===== src/rtl/mem_access_unit.sv =====
// Memory-stage access unit: sequences one lw/sw per instruction over the data SRAM handshake.
// Define ADDR_ALIGN_CHECK_EN to abort misaligned word accesses with addr_err instead of masking the address.
module mem_access_unit #(
  parameter int unsigned TIMEOUT_CYCLES = 255
) (
  input  logic        clk,
  input  logic        resetn,
  input  logic        mem_valid,
  input  logic        is_load,
  input  logic        is_store,
  input  logic [31:0] mem_addr,
  input  logic [31:0] store_data,
  output logic        data_sram_req,
  output logic        data_sram_wr,
  output logic [3:0]  data_sram_wen,
  output logic [31:0] data_sram_addr,
  output logic [31:0] data_sram_wdata,
  input  logic        data_sram_addr_ok,
  input  logic        data_sram_data_ok,
  input  logic [31:0] data_sram_rdata,
  output logic [31:0] load_data,
  output logic        mem_done,
  output logic        stall,
  output logic        bus_err,
  output logic        addr_err
);

  localparam int unsigned CNT_W       = 8;
  localparam logic [CNT_W-1:0] TIMEOUT_CNT = CNT_W'(TIMEOUT_CYCLES);

  typedef enum logic [1:0] {
    S_IDLE,
    S_REQ,
    S_WAIT,
    S_DONE
  } state_t;

  state_t           r_state;
  state_t           w_state_nxt;
  logic [CNT_W-1:0] r_cnt;
  logic [CNT_W-1:0] w_cnt_nxt;
  logic [CNT_W-1:0] w_cnt_inc;
  logic [31:0]      r_load_data;
  logic [31:0]      w_load_data_nxt;
  logic             r_bus_err;
  logic             w_bus_err_nxt;
  logic             w_mem_op;
  logic             w_timeout;
  logic [31:0]      w_req_addr;
`ifdef ADDR_ALIGN_CHECK_EN
  logic             r_addr_err;
  logic             w_addr_err_nxt;
  logic             w_misaligned;
`endif

  assign w_mem_op  = is_load | is_store;
  assign w_cnt_inc = r_cnt + CNT_W'(1);
  assign w_timeout = (w_cnt_inc == TIMEOUT_CNT);

`ifdef ADDR_ALIGN_CHECK_EN
  assign w_misaligned = (mem_addr[1:0] != 2'b00);
  assign w_req_addr   = mem_addr;
`else
  // Word-only bus: low address bits are always presented as zero.
  assign w_req_addr   = {mem_addr[31:2], mem_addr[1:0] & 2'b00};
`endif

  // State and datapath registers.
  always_ff @(posedge clk) begin
    if (!resetn) begin
      r_state     <= S_IDLE;
      r_cnt       <= '0;
      r_load_data <= '0;
      r_bus_err   <= 1'b0;
`ifdef ADDR_ALIGN_CHECK_EN
      r_addr_err  <= 1'b0;
`endif
    end else begin
      r_state     <= w_state_nxt;
      r_cnt       <= w_cnt_nxt;
      r_load_data <= w_load_data_nxt;
      r_bus_err   <= w_bus_err_nxt;
`ifdef ADDR_ALIGN_CHECK_EN
      r_addr_err  <= w_addr_err_nxt;
`endif
    end
  end

  // Next-state, datapath update and SRAM request outputs.
  always_comb begin
    w_state_nxt     = r_state;
    w_cnt_nxt       = r_cnt;
    w_load_data_nxt = r_load_data;
    w_bus_err_nxt   = r_bus_err;
`ifdef ADDR_ALIGN_CHECK_EN
    w_addr_err_nxt  = r_addr_err;
`endif
    data_sram_req   = 1'b0;
    data_sram_wr    = 1'b0;
    data_sram_wen   = 4'b0000;
    data_sram_addr  = 32'h0;
    data_sram_wdata = 32'h0;
    mem_done        = 1'b0;

    case (r_state)
      S_IDLE: begin
        w_bus_err_nxt  = 1'b0;
`ifdef ADDR_ALIGN_CHECK_EN
        w_addr_err_nxt = 1'b0;
`endif
        if (mem_valid && w_mem_op) begin
`ifdef ADDR_ALIGN_CHECK_EN
          if (w_misaligned) begin
            w_state_nxt     = S_DONE;
            w_addr_err_nxt  = 1'b1;
            w_load_data_nxt = 32'h0;
          end else begin
            w_state_nxt = S_REQ;
            w_cnt_nxt   = '0;
          end
`else
          w_state_nxt = S_REQ;
          w_cnt_nxt   = '0;
`endif
        end else if (mem_valid) begin
          mem_done = 1'b1;
        end
      end

      S_REQ: begin
        data_sram_req   = 1'b1;
        data_sram_wr    = is_store;
        data_sram_wen   = is_store ? 4'b1111 : 4'b0000;
        data_sram_addr  = w_req_addr;
        data_sram_wdata = store_data;
        w_cnt_nxt       = w_cnt_inc;
        if (data_sram_addr_ok && data_sram_data_ok) begin
          w_state_nxt = S_DONE;
          if (is_load) w_load_data_nxt = data_sram_rdata;
        end else if (w_timeout) begin
          w_state_nxt     = S_DONE;
          w_bus_err_nxt   = 1'b1;
          w_load_data_nxt = 32'h0;
        end else if (data_sram_addr_ok) begin
          w_state_nxt = S_WAIT;
        end
      end

      S_WAIT: begin
        w_cnt_nxt = w_cnt_inc;
        // A completion landing on the timeout cycle still counts as success.
        if (data_sram_data_ok) begin
          w_state_nxt = S_DONE;
          if (is_load) w_load_data_nxt = data_sram_rdata;
        end else if (w_timeout) begin
          w_state_nxt     = S_DONE;
          w_bus_err_nxt   = 1'b1;
          w_load_data_nxt = 32'h0;
        end
      end

      S_DONE: begin
        mem_done    = 1'b1;
        w_state_nxt = S_IDLE;
      end

      default: w_state_nxt = S_IDLE;
    endcase
  end

  assign load_data = r_load_data;
  assign stall     = mem_valid & ~mem_done;
  assign bus_err   = (r_state == S_DONE) & r_bus_err;
`ifdef ADDR_ALIGN_CHECK_EN
  assign addr_err  = (r_state == S_DONE) & r_addr_err;
`else
  assign addr_err  = 1'b0;
`endif

endmodule

===== config.mk =====
export PLATFORM = sky130hd
export DESIGN_NAME = mem_access_unit
export DESIGN_NICKNAME = d
export VERILOG_FILES = /design/src/rtl/mem_access_unit.sv
export SDC_FILE = /design/constraint.sdc
export NUM_CORES = 1
export LEC_CHECK = 0
export BUFFER_PORTS_ARGS = -buffer_cell sky130_fd_sc_hd__buf_4
export CAP_MARGIN = 20
export CORE_UTILIZATION = 44
export CTS_CLUSTER_SIZE = 20
export DETAILED_ROUTE_END_ITERATION = 16
export HOLD_SLACK_MARGIN = 0.06
export PLACE_DENSITY_LB_ADDON = 0.08
export SLEW_MARGIN = 20
export SYNTH_ARGS = -nofsm -noshare
export SYNTH_HDL_FRONTEND = slang
export SYNTH_SLANG_ARGS = --single-unit

===== constraint.sdc =====
create_clock -name clk -period 3.7 [get_ports clk]
set_input_delay 0.74 -clock clk [delete_from_list [all_inputs] [get_ports clk]]
set_output_delay 0.74 -clock clk [all_outputs]
set_load 0.05 [all_outputs]

# After elaboration in Yosys (flattened, before gate mapping)
# Cells that the tools add are included.
# totals
ff_bits	43
latch_bits	0
ramBits	0
romBits	0
inputBits	103
out_inout_bits	106
word_cells	55
n_memories	0
# classes
n_addsub	1
mul	0
div_mod_pow	0
magnitude_cmp	0
n_eq_ne	9
shifts	0
muxes	27
bitwise_logic	4
reduce_logical	10
# ops
op	n
$mux 32	6
$pmux 32 s2	1
$pmux 8 s2	1
$mux 2	6
$add 8x1->8 const B	1
$eq 8x8->1 const B	1
$mux 4	2
$mux 8	1
$pmux 2 s4	1
$mux 1	7
$ne 2x2->1 const B	3
$reduce_and 3->1	2
$eq 2x2->1 const B	2
$ne 4x4->1 const B	1
$reduce_bool 2->1	2
$ne 3x3->1 const B	1
$pmux 1 s3	1
$reduce_bool 3->1	1
$and 1x1->1	2
$eq 2x1->1 const B	1
$logic_and 1x1->1	2
$logic_not 2->1	1
$pmux 1 s2	1
$reduce_and 2->1	1
3 further kinds	3

# Logic depth before layout (Yosys ltp)
# depth
depth_word	6
mapped_depth	8
mapped_depth_nobuf	7

# Worst setup path before layout
# OpenSTA, ideal clock, no wires.
# synth_timing
path_type	register to output
start	register r_state[1]
end	output data_sram_wen[0]
arrival_time_ns	2.044
t_required_ns	2.960
path_slack_ns	0.916
path_stages_with_launch	6
path_buffers	2
path_cell_list	dfxtp_1 inv_1 ha_1 clkbuf_1 and2_1 buf_4
# synth_between
elab_chain_len	2
# synth_rtl
element	line	text
start, declared	38	state_t r_state;
start signal, assigned	79	r_state <= w_state_nxt;
$eq 2x1->1	105	case (r_state)
$mux 4	105	
end, declared	15	output logic [3:0] data_sram_wen,
# Every way passes these cells.

# Worst setup path after layout
# layout_timing
start	register r_state[1]
end	output data_sram_wdata[11]
# layout_between
elab_chain_len	2
# layout_rtl
element	line	text
$eq 2x1->1	105	
$mux 32	105	
end, declared	17	output logic [31:0] data_sram_wdata,
# Every way passes these cells.

==> out/summary.md <==
• complete, no violations — status
• 0 ps — sum of negative setup slack
• 0% — Async S/R FF share, synth
• 3278 — routed vias
• 0 — number of max-cap violations
• 655 — layout net count
• 48 — largest net degree at the start of global routing
• 26.8% — global-route usage over all layers
• 2 — Max H-tree Level
• 364 — cell count after synthesis
• 6590 um^2 — area of the die
• 2.01 nW — P_leak
• 8.93 ps — Post-Route Skew
• 43 — Num Clock Sinks
• 0 — initial antenna violation count
• 2840 ps — final worst path period need
• 178 — first-iteration detailed-routing DRC count
• 13.7 mm — global-route wire length before repair
• false — RSZ-0062 raised after global routing
• 46.1% — effective utilization at floorplan
• 2 — worst hold path stage count
• 0 — buffers inserted by post-CTS timing repair
• 0 — number of nets still failing antenna checks after routing
• 0 — Finish-stage setup viols
• 874 ps — transition time of the tightest slew-check pin
• 0 — Synth warnings
• 4 — first-pass iteration count of the detailed router
• 473 ps — final worst hold slack
• 0 — count of instances resized after the clock tree is built
• 0 — count of flip-flops with a built-in enable after synthesis
• 762 nW/um^2 — PD cells
• 2785 — via count of the first global-routing pass
• 76.9% — portion of the clock cycle consumed by the worst path in the final layout
• 41.7% — Max transition margin
• 7.58 um^2 — average cell area after synthesis
• 37 — Netlist cell types
• flip-flop to flip-flop — worst min path class
• 0 — GRT Residual Overflow
• 28 — cell row count
• 352 MHz — maximum clock frequency
• 14.9 um — WL per Instance
• 2100 ps — data arrival at the endpoint of the critical path
• 9.29 mm — total wire length
• flip-flop — Worst setup SP type
• 2760 um^2 — post-synthesis cell area
• 56.7% — area delta synth->final
• output pin — Worst Setup End Kind
• 5 — number of clock buffers inserted by TritonCTS
• 80 ps — Clk pin slew, worst setup/hold paths
• flip-flop to output pin — critical setup path kind
• 0 — total count of max-transition violations in the final report
• yes — TritonCTS clock tree
• 0 — Hold Vio Cnt, Final
• 43 — number of synthesized register bits
• sky130_fd_sc_hd__clkbuf_8 — buffer cell driving the clock tree root
• 2960 ps — data required time of the critical path
• 40.0% — share of cells above drive strength 1
• 47 — crit-path max FO
• 0.00329 W — final total power
• 209 — number of primary I/O pins
• 81.2 um — vertical die dimension
• 2 — maximum count of clock buffers along a single path
• 0.871 — GPL Wtd Cong
• 31.2% — proportion of synthesized chip area in sequential cells
• 691 uV — worst supply voltage drop on vdd
• 0 — Post-CTS Hold Fix Bufs
• 5.27 — mean number of vias per cell
• 81.2 um — horizontal extent of the die
• sky130_fd_sc_hd__dfxtp_1 — primary flip-flop cell chosen by synthesis mapping
• 0 — number of DRC violations after detailed routing
• 504 — fill cell total of the finished layout
• 5990 um^2 — Core Footprint
• 8 — worst-case reg-to-reg path depth
• 203 — port buffer count
• 0 — # diodes
• 290 ps — Skew-Pair Late Insertion Delay
• 7.00 mm — HPWL reported at the end of detailed placement
[area by class of cell]
| class | instances | area [um^2] | area share, % |
|---|---|---|---|
| multi-input cells | 280 | 1700 | 39.2 |
| well taps | 75 | 93.8 | 2.17 |
| inverters | 9 | 33.8 | 0.781 |
| clock inverters | 2 | 12.5 | 0.289 |
| repair buffers | 207 | 1550 | 35.9 |
| flip-flops and latches | 43 | 861 | 19.9 |
| clock buffers | 6 | 72.6 | 1.68 |
[kinds of logic (layout without fill, tap and decap cells)]
| family | after synthesis | after routing | synth area share, % |
|---|---|---|---|
| and+or+nand+nor | 143 | 143 | 27.5 |
| AOI/OAI and AO/OA | 123 | 123 | 29.2 |
| DFF | 43 | 43 | 31.2 |
| buffers and inverters | 43 | 224 | 7.62 |
| adders and majority gates | 6 | 6 | 2.72 |
| xor gates and xnor gates | 4 | 4 | 1.27 |
| other | 1 | 3 | 0.136 |
| muxes | 1 | 1 | 0.363 |
[synth_stat cells, types with 3 or more instances]
cell type | instances | area share (%)
sky130_fd_sc_hd__nand2_1 | 39 | 5.3
sky130_fd_sc_hd__buf_6 | 3 | 1.2
sky130_fd_sc_hd__clkbuf_1 | 23 | 3.1
sky130_fd_sc_hd__buf_4 | 7 | 1.9
sky130_fd_sc_hd__a221o_1 | 32 | 12
sky130_fd_sc_hd__a21oi_1 | 42 | 7.6
sky130_fd_sc_hd__inv_1 | 9 | 1.2
sky130_fd_sc_hd__or4_1 | 3 | 0.82
sky130_fd_sc_hd__and2_1 | 66 | 15
sky130_fd_sc_hd__nor2_1 | 19 | 2.6
sky130_fd_sc_hd__xnor2_1 | 4 | 1.3
sky130_fd_sc_hd__ha_1 | 6 | 2.7
sky130_fd_sc_hd__o21ai_0 | 39 | 7.1
sky130_fd_sc_hd__dfxtp_1 | 43 | 31
sky130_fd_sc_hd__nand3_1 | 3 | 0.54
[sequential cells by signal, summed over array words and instances, names as in the netlist]
register	cells
r_state	2
r_bus_err	1
load_data	32
r_cnt	8
[worst max-delay path, stage by stage, from the launching register on]
cell	delay, ps
sky130_fd_sc_hd__dfxtp_1	340
sky130_fd_sc_hd__inv_1	130
sky130_fd_sc_hd__ha_1	520
sky130_fd_sc_hd__buf_4	410
sky130_fd_sc_hd__and2_1	190
sky130_fd_sc_hd__buf_4	200
[report_power, final]
part	internal, W	switching (W)
registers	0.000543	0.0000690
logic	0.000724	0.00166
clock network	0.000132	0.000161
total	0.00140	0.00189
[layout by cell type (no fill, tap or decap), types with 2 or more instances in the layout]
master	instances
sky130_fd_sc_hd__or4_1	3
sky130_fd_sc_hd__nand2_1	39
sky130_fd_sc_hd__nor2b_1	2
sky130_fd_sc_hd__conb_1	3
sky130_fd_sc_hd__nand2b_1	2
sky130_fd_sc_hd__dfxtp_1	43
sky130_fd_sc_hd__nand3_1	3
sky130_fd_sc_hd__nor3_1	2
sky130_fd_sc_hd__o21ai_0	39
sky130_fd_sc_hd__inv_1	9
sky130_fd_sc_hd__xnor2_1	4
sky130_fd_sc_hd__a21oi_1	42
sky130_fd_sc_hd__and2_1	66
sky130_fd_sc_hd__a31oi_1	2
sky130_fd_sc_hd__clkbuf_8	5
sky130_fd_sc_hd__buf_4	207
sky130_fd_sc_hd__a221o_1	32
sky130_fd_sc_hd__nor2_1	19
sky130_fd_sc_hd__ha_1	6
[metal layers]
metal  track usage (%)  vias to the layer above  part of all wire, %
met4              4.64                        0                 0.79
met3              5.06                        6                  8.1
met1              35.5                     1498                   42
li1                  -                     1634                    -
met5                 0                        -                    0
met2              45.3                      140                   49
[stage by stage]
| step | utilization, % | setup slack [ps] | instance area [um^2] | std cells |
|---|---|---|---|---|
| after floorplan | - | 916 | 2770 | 366 |
| after global placement | 70.7 | 1240 | 4240 | 614 |
| after detailed placement | 70.8 | 1160 | 4240 | 614 |
| after CTS | 72.2 | 841 | 4320 | 622 |
| after global routing | 72.2 | 676 | 4320 | 622 |
| final | 72.2 | 856 | 4320 | 622 |
[final timing paths]
check | endpoint | slack, ps | start
worst max-delay path | data_sram_wdata[11] | 860 | r_state[1]
worst min-delay path | r_bus_err | 470 | r_bus_err
worst max register to register | load_data[20] | 1490 | r_cnt[0]
worst min register to register | r_bus_err | 470 | r_bus_err
No activity file was read; power rests on OpenSTA's default activity.
